<file path="src/rtl/mux_pkg.sv">
// mux_pkg: shared constants for the registered 2:1 selector
package mux_pkg;
  localparam int MUX_DATA_W_DEFAULT = 32;
  localparam logic SEL_A = 1'b0;
  localparam logic SEL_B = 1'b1;
  localparam logic [63:0] SALIDA_RST = '0;
endpackage

</file>
<file path="src/rtl/mux_2in_1out_core.sv">
// mux_2in_1out_core: combinational bitwise select of DatoA/DatoB by Sel
import mux_pkg::*;
module mux_2in_1out_core #(
  parameter int DATA_W = MUX_DATA_W_DEFAULT
) (
  input  logic [DATA_W-1:0] DatoA,
  input  logic [DATA_W-1:0] DatoB,
  input  logic              Sel,
  output logic [DATA_W-1:0] dato
);
  always_comb dato = (Sel == SEL_B) ? DatoB : DatoA;
endmodule

</file>
<file path="src/rtl/mux_2in_1out_reg.sv">
// mux_2in_1out_reg: registered 2:1 selector with valid; MUX_2IN_1OUT_PARITY_EN adds registered Paridad
import mux_pkg::*;
module mux_2in_1out_reg #(
  parameter int DATA_W = MUX_DATA_W_DEFAULT
) (
  input  logic              clk,
  input  logic              rst_n,
  input  logic [DATA_W-1:0] DatoA,
  input  logic [DATA_W-1:0] DatoB,
  input  logic              Sel,
  input  logic              Valid_in,
  output logic [DATA_W-1:0] Salida,
  output logic              Sel_q,
  output logic              Valid_out
`ifdef MUX_2IN_1OUT_PARITY_EN
  , output logic            Paridad
`endif
);
  logic [DATA_W-1:0] dato;
  mux_2in_1out_core #(.DATA_W(DATA_W)) u_core (
    .DatoA(DatoA),
    .DatoB(DatoB),
    .Sel(Sel),
    .dato(dato)
  );
  always_ff @(posedge clk or negedge rst_n)
    if (!rst_n) begin
      Salida    <= SALIDA_RST[DATA_W-1:0];
      Sel_q     <= SEL_A;
      Valid_out <= 1'b0;
`ifdef MUX_2IN_1OUT_PARITY_EN
      Paridad   <= 1'b0;
`endif
    end else begin
      Valid_out <= Valid_in;
      if (Valid_in) begin
        Salida <= dato;
        Sel_q  <= Sel;
`ifdef MUX_2IN_1OUT_PARITY_EN
        Paridad <= ^dato;
`endif
      end
    end
endmodule

</file>
<file path="config.mk">
export PLATFORM = sky130hd
export DESIGN_NAME = mux_2in_1out_reg
export DESIGN_NICKNAME = d
export VERILOG_FILES = /design/src/rtl/mux_pkg.sv /design/src/rtl/mux_2in_1out_core.sv /design/src/rtl/mux_2in_1out_reg.sv
export SDC_FILE = /design/constraint.sdc
export NUM_CORES = 1
export LEC_CHECK = 0
export ABC_AREA = 1
export BUFFER_PORTS_ARGS = -buffer_cell sky130_fd_sc_hd__buf_4
export CORE_ASPECT_RATIO = 1.2
export CORE_MARGIN = 4
export CORE_UTILIZATION = 45
export DETAILED_ROUTE_END_ITERATION = 10
export GPL_TIMING_DRIVEN = 0
export PLACE_DENSITY = 0.8
export SYNTH_ARGS = -nofsm -noshare
export SYNTH_HDL_FRONTEND = slang
export SYNTH_SLANG_ARGS = --single-unit
</file>
<file path="constraint.sdc">
create_clock -name clk -period 0.8 [get_ports clk]
set_clock_uncertainty 0.05 [all_clocks]
set_input_delay 0.04 -clock clk [delete_from_list [all_inputs] [get_ports clk]]
set_output_delay 0.04 -clock clk [all_outputs]
set_load 0.03 [all_outputs]
</file>
# == Word level (Yosys, flattened, before mapping) ==
# Index checks and enable logic that the tools add are counted.
# totals
reg_bits,34
inputBits,68
output_inout_bits,34
# op_classes
mux,1
# op_table
cell,n
$mux W32,1

# == Logic depth before layout (Yosys ltp) ==
# Gate-level depths: netlist of run 1.
# logic_depth
depth_word,1
ltp_mapped,6
ltp_nobuf,4

# == By module ==
# From an unflattened synthesis of run 1, not the netlist that was laid out.
# unflattened
hier_cells,245
hier_area_um2,1821.7
# by_module_without_submodules
mod,n_inst,cells_per_inst,area_per_inst_um2
mux_2in_1out_reg,1,141,1330.0
mux_2in_1out_core,1,104,491.7

# == Worst setup path before layout of run 1 ==
# Ideal clock, no wire load.
# synth_timing
path_type,register -> register
start,register Sel_q (netlist name)
end,register Sel_q
setup_time_ns,0.121
arrival_ns,0.619
t_required_ns,0.629
path_slack_ns,0.010
stages_incl_launch_ff,3
path_buffers,0
synth_period_minus_slack_ns,0.790
path_cell_list,dfrtp_1 > nand2_1 > o21ai_1
# synth_rtl
item,line,rtl
"end signal, assigned",mux_2in_1out_reg.sv:38,Sel_q <= Sel;
"end, declared",mux_2in_1out_reg.sv:13,"output logic Sel_q,"

# == Final worst setup path of run 1 ==
# layout_timing
start,register Salida[8]
end,output port Salida[8]
# layout_rtl
item,line,rtl
"start, declared",mux_2in_1out_reg.sv:12,"output logic [DATA_W-1:0] Salida,"
"start signal, assigned",mux_2in_1out_reg.sv:28,Salida <= SALIDA_RST[DATA_W-1:0];
"start signal, assigned",mux_2in_1out_reg.sv:37,Salida <= dato;
# No word-level cell between the ends.

==> metrics.txt, run 1 <==
Placer Congestion=0.748; Hold Crit Class=input port to register; Required @ worst endpoint=710 ps; share of the synthesized area in the top cell type=44.0%; cell taking the most area after synthesis=dfrtp_1; Tmin final=925 ps; clock share of power=27.7%; CTS root buffer=clkbuf_8; switching share of total power=30.7%; commonest cells in the netlist=109 x nand2_1, 64 x inv_1, 34 x dfrtp_1; wire per inst=11.5 um; Tot Pwr=5.26 mW; # fillers=307; Core Area=4040 um2; post-synthesis sequential area ratio=44.0%; Clock Sinks=34; clock buffer depth=2; status=finished with violations; vias per cell=4.41; I/O Buffers=100; Routed Antenna Nets=0; Buf/Inv on CP=1; total of max-cap violations=0; Core Rows=25; slowest cell on the critical path=dfrtp_1; vias in the first global route=1,941; cells on worst reg2reg path=3; Synth cell types=12; final core utilization=78.7%; final setup violating endpoints=35; CTS Buf Count=5; Detailed Routing Iterations Pass 1=4; kind of critical path=register to output pin; internal power=3.65 mW; PD cells=1660 nW/um2; DRC Markers=0; initial antenna violation count=0; Die Area=5410 um2; R2R Setup Slk=0 ps; Slew Viols, Final=0; area occupied by multi-input gates=724 um2; Arrival @ worst endpoint=830 ps; FFs w/ async S/R, synth=100%; Reg area=851 um2; fin crit share=116%; Reg-to-Reg End=Salida[14]; EDFF count, synth=0; GRT overflow=0; fmax=1080 MHz; post-synth net total=344; GR Util All Layers=19.6%; Synth area leaders=dfrtp_1 44%, nand2_1 21%, inv_1 12%; NetSw=1.61 mW; global-route wire length before repair=8230 um; ratio of cells with drive above 1 in the final layout=41.8%; Worst setup EP type=output pin; drt initial violations=80; maximum VDD drop=0.925 mV; cell with the most instances after synthesis=nand2_1; nets=469; vias=2,010; Hold Crit Depth=5; Largest stage delay, worst path=410 ps; Worst-Skew Late Latency=270 ps; Fin. Hold Viols=0; RSZ-0062 raised after global routing=true; Synth Warn #=0; LEAKAGE=1.93 nW; slew margin rel.=71.1%; die extent in x=67.8 um; largest net degree at the start of global routing=35; DRT Wirelength=5260 um; #FFs+latches synth=34; clock slew at reported path FFs=70 ps; Comb pwr share=33.6%; CTS tree=done; Avg Inst Size Synth=7.00 um2; antenna diode instance count=0; synthesized area=1930 um2; Initial Utilization=47.9%; CP Cell Sequence=buf_6; H-tree depth=2; Synth Instances=276; Worst path top cell family by delay=flip-flops; reg2reg start=Salida[14]; Flop pwr share=38.7%; die height=79.8 um; area grow syn2layout=64.4%; Worst Slack Setup Final=-125 ps; I/O pin cnt=102; Startpoint Class=register; Hold Path End=Salida[23]; Synth Flop Type=dfrtp_1; violated checks=setup timing; DPL Wire Length=3790 um; Worst-Margin Slew=434 ps; CP Max Fanout=2; beginning of the worst hold path=DatoA[23]
## placed cells by master, fill, tap and decap left out, types with 2 or more instances in the layout
master and instances:
inv_1 64, nand2_2 27, buf_12 2, dlygate4sd3_1 2, clkbuf_8 8, buf_4 79, nand2_1 101, buf_6 43
nand3_1 32, dfrtp_1 34, buf_2 6
## power groups by stage
| stage | logic (mW) | registers [mW] | clock network [mW] |
|---|---|---|---|
| 3_5_place_dp | 1.49 | 2.03 | 0 |
| 2_1_floorplan | 0.448 | 2.38 | 0 |
| 5_1_grt | 1.91 | 2.06 | 1.56 |
| 3_3_place_gp | 1.46 | 2.02 | 0 |
| 6_report | 1.77 | 2.04 | 1.46 |
| 4_1_cts | 1.69 | 2.03 | 1.48 |
## stage by stage
stage               cell area [um2]  TNS, ps  cells  hold WS, ps  setup slack, ps
detailed placement             2750     -762    430        -41.2            -46.0
global route                   3180    -4630    456         25.2             -148
floorplan                      1930        0    276         -306             9.63
global placement               2750     -643    430        -41.4            -33.8
CTS                            3080    -3650    450        0.852             -126
finish                         3180    -3560    456         1.21             -125
## logic make-up (layout without fill, tap and decap cells)
kind of cell | Yosys count | after routing | share of synthesized area [%]
DFF | 34 | 34 | 44.0
buffers and inverters | 80 | 206 | 19.8
AOI/OAI and AO/OA | 1 | 1 | 0.259
and+or+nand+nor | 161 | 161 | 35.9
## sequential cells by signal, indices dropped and copies added (netlist names)
name,cells
Salida,32
Sel_q,1
Valid_out,1
## metal layers
layer | up-vias | routed length [um] | track usage [%]
met1 | 895 | 2080 | 23.0
met3 | 5 | 523 | 6.06
met5 | - | 0 | 0
li1 | 1035 | - | -
met4 | 0 | 47 | 5.77
met2 | 75 | 2610 | 33.7
## what timing repair did
item,4_1_cts,5_1_grt
setup buffers,10,6
gates resized for setup,34,15
hold endpoints to repair,35,0
cloned,0,0
setup endpoints to repair,34,42
hold buffers,2,0
pin swaps,0,12
## final cells by class
cell class	instances	area share, %
buffer	14	3.98
inverter	66	8.04
tap	54	2.13
multi-input combinational	162	22.8
sequential	34	26.8
clock buffer	8	3.47
timing repair buffer	118	32.8
## worst max path at each step
stage,slack (ps),cells after the start,to,from
floorplan,10,2,Sel_q,Sel_q
global placement,-30,6,Salida[23],Valid_in
detailed placement,-50,6,Salida[28],Valid_in
CTS,-130,1,Salida[22],Salida[22]
global route,-150,1,Salida[22],Salida[22]
finish,-120,1,Salida[8],Salida[8]
No activity file was read; power rests on OpenSTA's default activity.
==> run 2: changes to the inputs <==
--- a/config.mk
+++ b/config.mk
@@ -7,11 +7,12 @@
 export LEC_CHECK = 0
 export ABC_AREA = 1
 export BUFFER_PORTS_ARGS = -buffer_cell sky130_fd_sc_hd__buf_4
-export CORE_ASPECT_RATIO = 1.2
+export CORE_ASPECT_RATIO = 0.6
 export CORE_MARGIN = 4
 export CORE_UTILIZATION = 45
 export DETAILED_ROUTE_END_ITERATION = 10
 export GPL_TIMING_DRIVEN = 0
+export HOLD_SLACK_MARGIN = 0.05
 export PLACE_DENSITY = 0.8
 export SYNTH_ARGS = -nofsm -noshare
 export SYNTH_HDL_FRONTEND = slang
==> run 2 against run 1 <==
Compared with the run above: the run still ends with setup timing left; clock power down 9.6%; via count up 28%; worst hold slack better by 27 ps; non-clock buffer count up 38; global-route usage up 8.5 points; flip-flop and latch count unchanged; sequential share of layout area down 4.0 points; register-to-register slack worse by 60 ps; critical path depth unchanged; die area up 0.55%; largest power group is now combinational logic.
==> metrics.txt, run 2 (synthesis results as in run 1) <==
status=finished with violations (unchanged); violated checks=setup timing (unchanged); NetSw=1.86 mW (was 1.61 mW); I/O pin cnt=102 (unchanged); switching share of total power=33.9% (was 30.7%); Comb pwr share=38.3% (was 33.6%); Tmin final=980 ps (was 925 ps); Slew Viols, Final=0 (unchanged); largest register by flop count=Salida (unchanged); Tot Pwr=5.49 mW (was 5.26 mW); Initial Utilization=46.9% (was 47.9%); vias=2,573 (was 2,010); fmax=1020 MHz (was 1080 MHz); vias in the first global route=2,527 (was 1,941); GRT overflow=0 (unchanged); CTS Buf Count=5 (unchanged); commonest non-fill, non-tap cells in the layout=95 x nand2_1, 63 x buf_4, 45 x buf_6 (was 101 x nand2_1, 79 x buf_4, 64 x inv_1); CTS tree=done (unchanged); die extent in x=92.6 um (was 67.8 um); PD cells=1470 nW/um2 (was 1660 nW/um2); DP Worst Slack=-64.4 ps (was -46.0 ps); Fin. Hold Viols=0 (unchanged); total of max-cap violations=0 (unchanged); kind of critical path=register to output pin (unchanged); Clock Sinks=34 (unchanged); global-route wire length before repair=11,700 um (was 8230 um); RSZ-0062 raised after global routing=true (unchanged); H-tree depth=2 (unchanged); beginning of the worst hold path=DatoB[24] (was DatoA[23]); DPL Wire Length=3810 um (was 3790 um); wire per inst=17.9 um (was 11.5 um); Routed Antenna Nets=0 (unchanged); Required @ worst endpoint=710 ps (about the same); DRT Wirelength=8960 um (was 5260 um); met3 routed WL=982 um (was 523 um); Arrival @ worst endpoint=890 ps (was 830 ps); area grow syn2layout=92.9% (was 64.4%); slew margin rel.=70.2% (was 71.1%); Worst setup EP type=output pin (unchanged); reg2reg start=Salida[18] (was Salida[14]); Worst path top cell family by delay=flip-flops (unchanged); internal power=3.63 mW (was 3.65 mW); GR Util All Layers=28.1% (was 19.6%); met2 wire length=4270 um (was 2610 um); Worst-Margin Slew=446 ps (was 434 ps); WL met1=3220 um (was 2080 um); Flop pwr share=37.7% (was 38.7%); Core Area=4120 um2 (was 4040 um2); clock buffer depth=2 (unchanged); CTS root buffer=clkbuf_8 (unchanged); Startpoint Class=register (unchanged); largest net degree at the start of global routing=35 (unchanged); commonest non-fill, non-tap cell in the layout=nand2_1 (unchanged); CP Cell Sequence=buf_6 (unchanged); antenna diode instance count=0 (unchanged); clock slew at reported path FFs=80 ps (was 70 ps); final setup TNS=-4630 ps (was -3560 ps); Core Rows=18 (was 25); max FFs per register=32 (unchanged); Hold Crit Class=input port to register (unchanged); DRC Markers=0 (unchanged); # fillers=170 (was 307); Buf/Inv on CP=1 (unchanged); clock share of power=24.0% (was 27.7%); vias per cell=5.15 (was 4.41); I/O Buffers=100 (unchanged); final setup violating endpoints=44 (was 35); die height=58.8 um (was 79.8 um); nets=507 (was 469); CP Max Fanout=2 (unchanged); LEAKAGE=2.37 nW (was 1.93 nW); initial antenna violation count=0 (unchanged); CP Launch Point=Salida[28] (was Salida[8]); fin crit share=123% (was 116%); Worst Slack Setup Final=-180 ps (was -125 ps); maximum VDD drop=1.09 mV (was 0.925 mV); DR top layer=met4 (unchanged); slowest cell on the critical path=dfrtp_1 (unchanged); Worst-Skew Late Latency=270 ps (about the same); Largest regs=Salida: 32 flops, Sel_q: 1 flops, Valid_out: 1 flops (unchanged); Die Area=5440 um2 (was 5410 um2); drt initial violations=161 (was 80); Detailed Routing Iterations Pass 1=5 (was 4); Largest stage delay, worst path=430 ps (was 410 ps); ratio of cells with drive above 1 in the final layout=42.7% (was 41.8%); Placer Congestion=0.727 (was 0.748)
run 2: changes by cell type in the layout (fill, tap and decap cells not counted), sizes merged:
cell,delta
clkbuf,-1
buf,-14
dlygate4sd3,+18
dlymetal6s4s,+34
clkinv,+1
run 2: what timing repair did:
item	4_1_cts	5_1_grt
pin swaps	0	30
hold buffers	56	2
endpoints found under the hold margin	67	3
buffers inserted	7	3
resized for setup	35	84
endpoints found under the setup margin	34	66
cloned	0	0
run 2: path summary, 6_finish.rpt:
kind                              endpoint  slack (ps)  cells after the start
worst max-delay path            Salida[28]        -180                      1
worst min-delay path            Salida[24]          30                      5
worst max register to register  Salida[18]         -60                      3
worst min register to register   Salida[4]         460                      2
max in group asynchronous       Salida[20]         180                      2
min in group asynchronous       Salida[27]         200                      2
run 2: metrics by stage:
stage               area [um2]  hold WS, ps  cells  util [%]
floorplan                 1930         -306    276         -
global placement          2760        -38.9    436      66.9
detailed placement        2760        -41.7    436      66.9
CTS                       3590         22.6    507      87.2
global route              3730         51.0    500      90.4
finish                    3730         28.6    500      90.4
run 2: cell type report:
cell class | count | area [um2] | area share (%)
clock buffer | 7 | 86.3 | 2.32
tap | 60 | 75.1 | 2.01
buffer | 14 | 126 | 3.39
sequential | 34 | 851 | 22.8
timing repair buffer | 156 | 1550 | 41.6
multi-input combinational | 162 | 778 | 20.9
inverter | 66 | 255 | 6.85
clock inverter | 1 | 5.00 | 0.134
run 2: power groups by stage:
| stage | registers [mW] | logic (mW) | clock network [mW] |
|---|---|---|---|
| after floorplan | 2.38 | 0.448 | 0 |
| after global placement | 2.03 | 1.46 | 0 |
| after detailed placement | 2.03 | 1.48 | 0 |
| after CTS | 2.04 | 1.87 | 1.31 |
| after global routing | 2.08 | 2.21 | 1.39 |
| final | 2.07 | 2.10 | 1.32 |
run 2: per-layer routing:
layer	track usage, %	up-vias
met3	8.68	63
li1	-	1109
met4	15.0	0
met2	49.1	212
met1	31.4	1189
met5	0	-
==> run 3: changes to the inputs <==
==> constraint.sdc (replaced) <==
create_clock -name clk -period 1.2 [get_ports clk]
set_clock_uncertainty 0.05 [all_clocks]
set_input_delay 0.06 -clock clk [delete_from_list [all_inputs] [get_ports clk]]
set_output_delay 0.06 -clock clk [all_outputs]
set_load 0.03 [all_outputs]
==> run 3 against run 2 <==
Compared with the run above: the run now ends clean; core utilization fell by 6.3 points; routed wire length fell by 20%; global-route usage fell by 1.5 points; worst hold slack improved by 24 ps; worst setup slack improved by 200 ps; sequential power fell by 35%; first-iteration DRC count fell by 22%; critical path type is now input port to register; critical endpoint is now Salida[22]; largest cell class unchanged.
==> metrics.txt, run 3 (synthesis results as in run 1) <==
R2R Setup Slk=400 ps (was -60 ps); DPL Wire Length=3810 um (unchanged); total of max-cap violations=0 (unchanged); initial antenna violation count=0 (unchanged); DRC Markers=0 (unchanged); RSZ-0062 raised after global routing=false (was true); Tmin final=1180 ps; ratio of cells with drive above 1 in the final layout=32.1% (was 42.7%); wire per inst=14.2 um (was 17.9 um); Worst-Skew Late Latency=270 ps (about the same); max FFs per register=32 (unchanged); largest register by flop count=Salida (unchanged); vias=2,333 (was 2,573); Die Area=5440 um2 (unchanged); final core utilization=84.1% (was 90.4%); I/O Buffers=100 (unchanged); GRT overflow=0 (unchanged); die extent in x=92.6 um (unchanged); Largest regs=Salida: 32 flops, Sel_q: 1 flops, Valid_out: 1 flops (unchanged); CTS root buffer=clkbuf_8 (unchanged); Routed Antenna Nets=0 (unchanged); Hold Crit Class=input port to register (unchanged); clock buffer depth=2 (unchanged); Worst setup EP type=register (was output pin); LEAKAGE=2.04 nW (was 2.37 nW); global-route wire length before repair=11,100 um (was 11,700 um); status=finished clean (was finished with violations); Arrival @ worst endpoint=1350 ps (was 890 ps); Required @ worst endpoint=1360 ps (was 710 ps); fin crit share=98.7%; Slew Viols, Final=0 (unchanged); clock slew at reported path FFs=70 ps (was 80 ps); Detailed Routing Iterations Pass 1=6 (was 5); vias per cell=4.62 (was 5.15); Placer Congestion=0.727 (unchanged); Clock Sinks=34 (unchanged); slew margin rel.=71.8% (was 70.2%); Initial Utilization=46.9% (unchanged); maximum VDD drop=0.707 mV (was 1.09 mV); I/O pin cnt=102 (unchanged); post-route cell area=3470 um2 (was 3730 um2); CP Max Fanout=10 (was 2); drt initial violations=125 (was 161); Placement Cell Area=2760 um2 (unchanged); commonest non-fill, non-tap cell in the layout=nand2_1 (unchanged); CTS tree=done (unchanged); CTS Buf Count=5 (unchanged); GR Util All Layers=26.5% (was 28.1%); Inst Count DP=436 (unchanged); Fin. Hold Viols=0 (unchanged); nets=512 (was 507); kind of critical path=input port to register (was register to output pin); H-tree depth=2 (unchanged); non-filler cells, final=505 (was 500); die height=58.8 um (unchanged); # fillers=249 (was 170); final setup violating endpoints=0 (was 44); Worst-Margin Slew=423 ps (was 446 ps); commonest non-fill, non-tap cells in the layout=109 x nand2_1, 104 x buf_4, 64 x inv_1 (was 95 x nand2_1, 63 x buf_4, 45 x buf_6); fmax=844 MHz; Core Area=4120 um2 (unchanged); final setup TNS=0 ps (was -4630 ps); hold_ws=52.4 ps (was 28.6 ps); vias in the first global route=2,381 (was 2,527); Core Rows=18 (unchanged); DRT Wirelength=7190 um (was 8960 um); area grow syn2layout=79.5% (was 92.9%); Startpoint Class=input port (was register); antenna diode instance count=0 (unchanged); largest net degree at the start of global routing=35 (unchanged); PD cells=980 nW/um2 (was 1470 nW/um2)
-- run 3: cell types whose count changed in the layout (fill, tap and decap cells not counted), sizes merged --
cell          change
dlygate4sd3      +41
dlymetal6s4s     -34
buf               -4
clkbuf            +2
-- run 3: timing repair --
| action | CTS | global route |
|---|---|---|
| hold buffers | 61 | 0 |
| endpoints found under the hold margin | 65 | 0 |
| gates resized for setup | 0 | 4 |
| setup endpoints to repair | 0 | 5 |
| setup buffers | 0 | 0 |
-- run 3: worst paths after layout --
| check | startpoint | end | cells after the start |
|---|---|---|---|
| max in group asynchronous | rst_n | Salida[20] | 2 |
| hold / removal | DatoB[31] | Salida[31] | 5 |
| setup / recovery | Valid_in | Salida[22] | 7 |
| min in group asynchronous | rst_n | Salida[16] | 2 |
| hold reg to reg | Salida[21] | Salida[21] | 2 |
| setup reg to reg | Salida[22] | Salida[22] | 2 |
-- run 3: worst max-delay path, stage by stage --
cell           delay, ps
dlygate4sd3_1        530
buf_4                140
buf_6                130
inv_4                 70
clkbuf_4             200
nand2_1              110
nand2_1              110
-- run 3: through the flow --
| stage | worst slack [ps] | total power, mW |
|---|---|---|
| floorplan | 410 | 1.89 |
| global placement | 348 | 2.33 |
| detailed placement | 316 | 2.35 |
| CTS | 61.1 | 3.36 |
| global route | 8.78 | 3.54 |
| finish | 15.2 | 3.40 |
-- run 3: area by class of cell --
| cell class | instances | area, um2 | area share [%] |
|---|---|---|---|
| sequential | 34 | 851 | 24.5 |
| multi-input combinational | 162 | 699 | 20.2 |
| clock buffer | 7 | 86.3 | 2.49 |
| inverter | 66 | 255 | 7.36 |
| clock inverter | 1 | 5.00 | 0.144 |
| tap | 60 | 75.1 | 2.17 |
| timing repair buffer | 161 | 1360 | 39.3 |
| buffer | 14 | 134 | 3.86 |
-- run 3: routing by layer --
| layer | vias to the layer above | track usage [%] | wire length, um |
|---|---|---|---|
| li1 | 1119 | - | - |
| met1 | 1065 | 30.4 | 2800 |
| met2 | 131 | 48.9 | 3620 |
| met3 | 18 | 7.79 | 624 |
| met4 | 0 | 7.82 | 146 |
| met5 | - | 0 | 0 |
-- run 3: report_power, final --
group,internal [mW],total (mW),leakage (nW),switching (mW)
clock,0.463,0.866,0.0482,0.403
combinational,0.559,1.19,1.59,0.631
sequential,1.27,1.34,0.407,0.0782
total,2.29,3.40,2.04,1.11
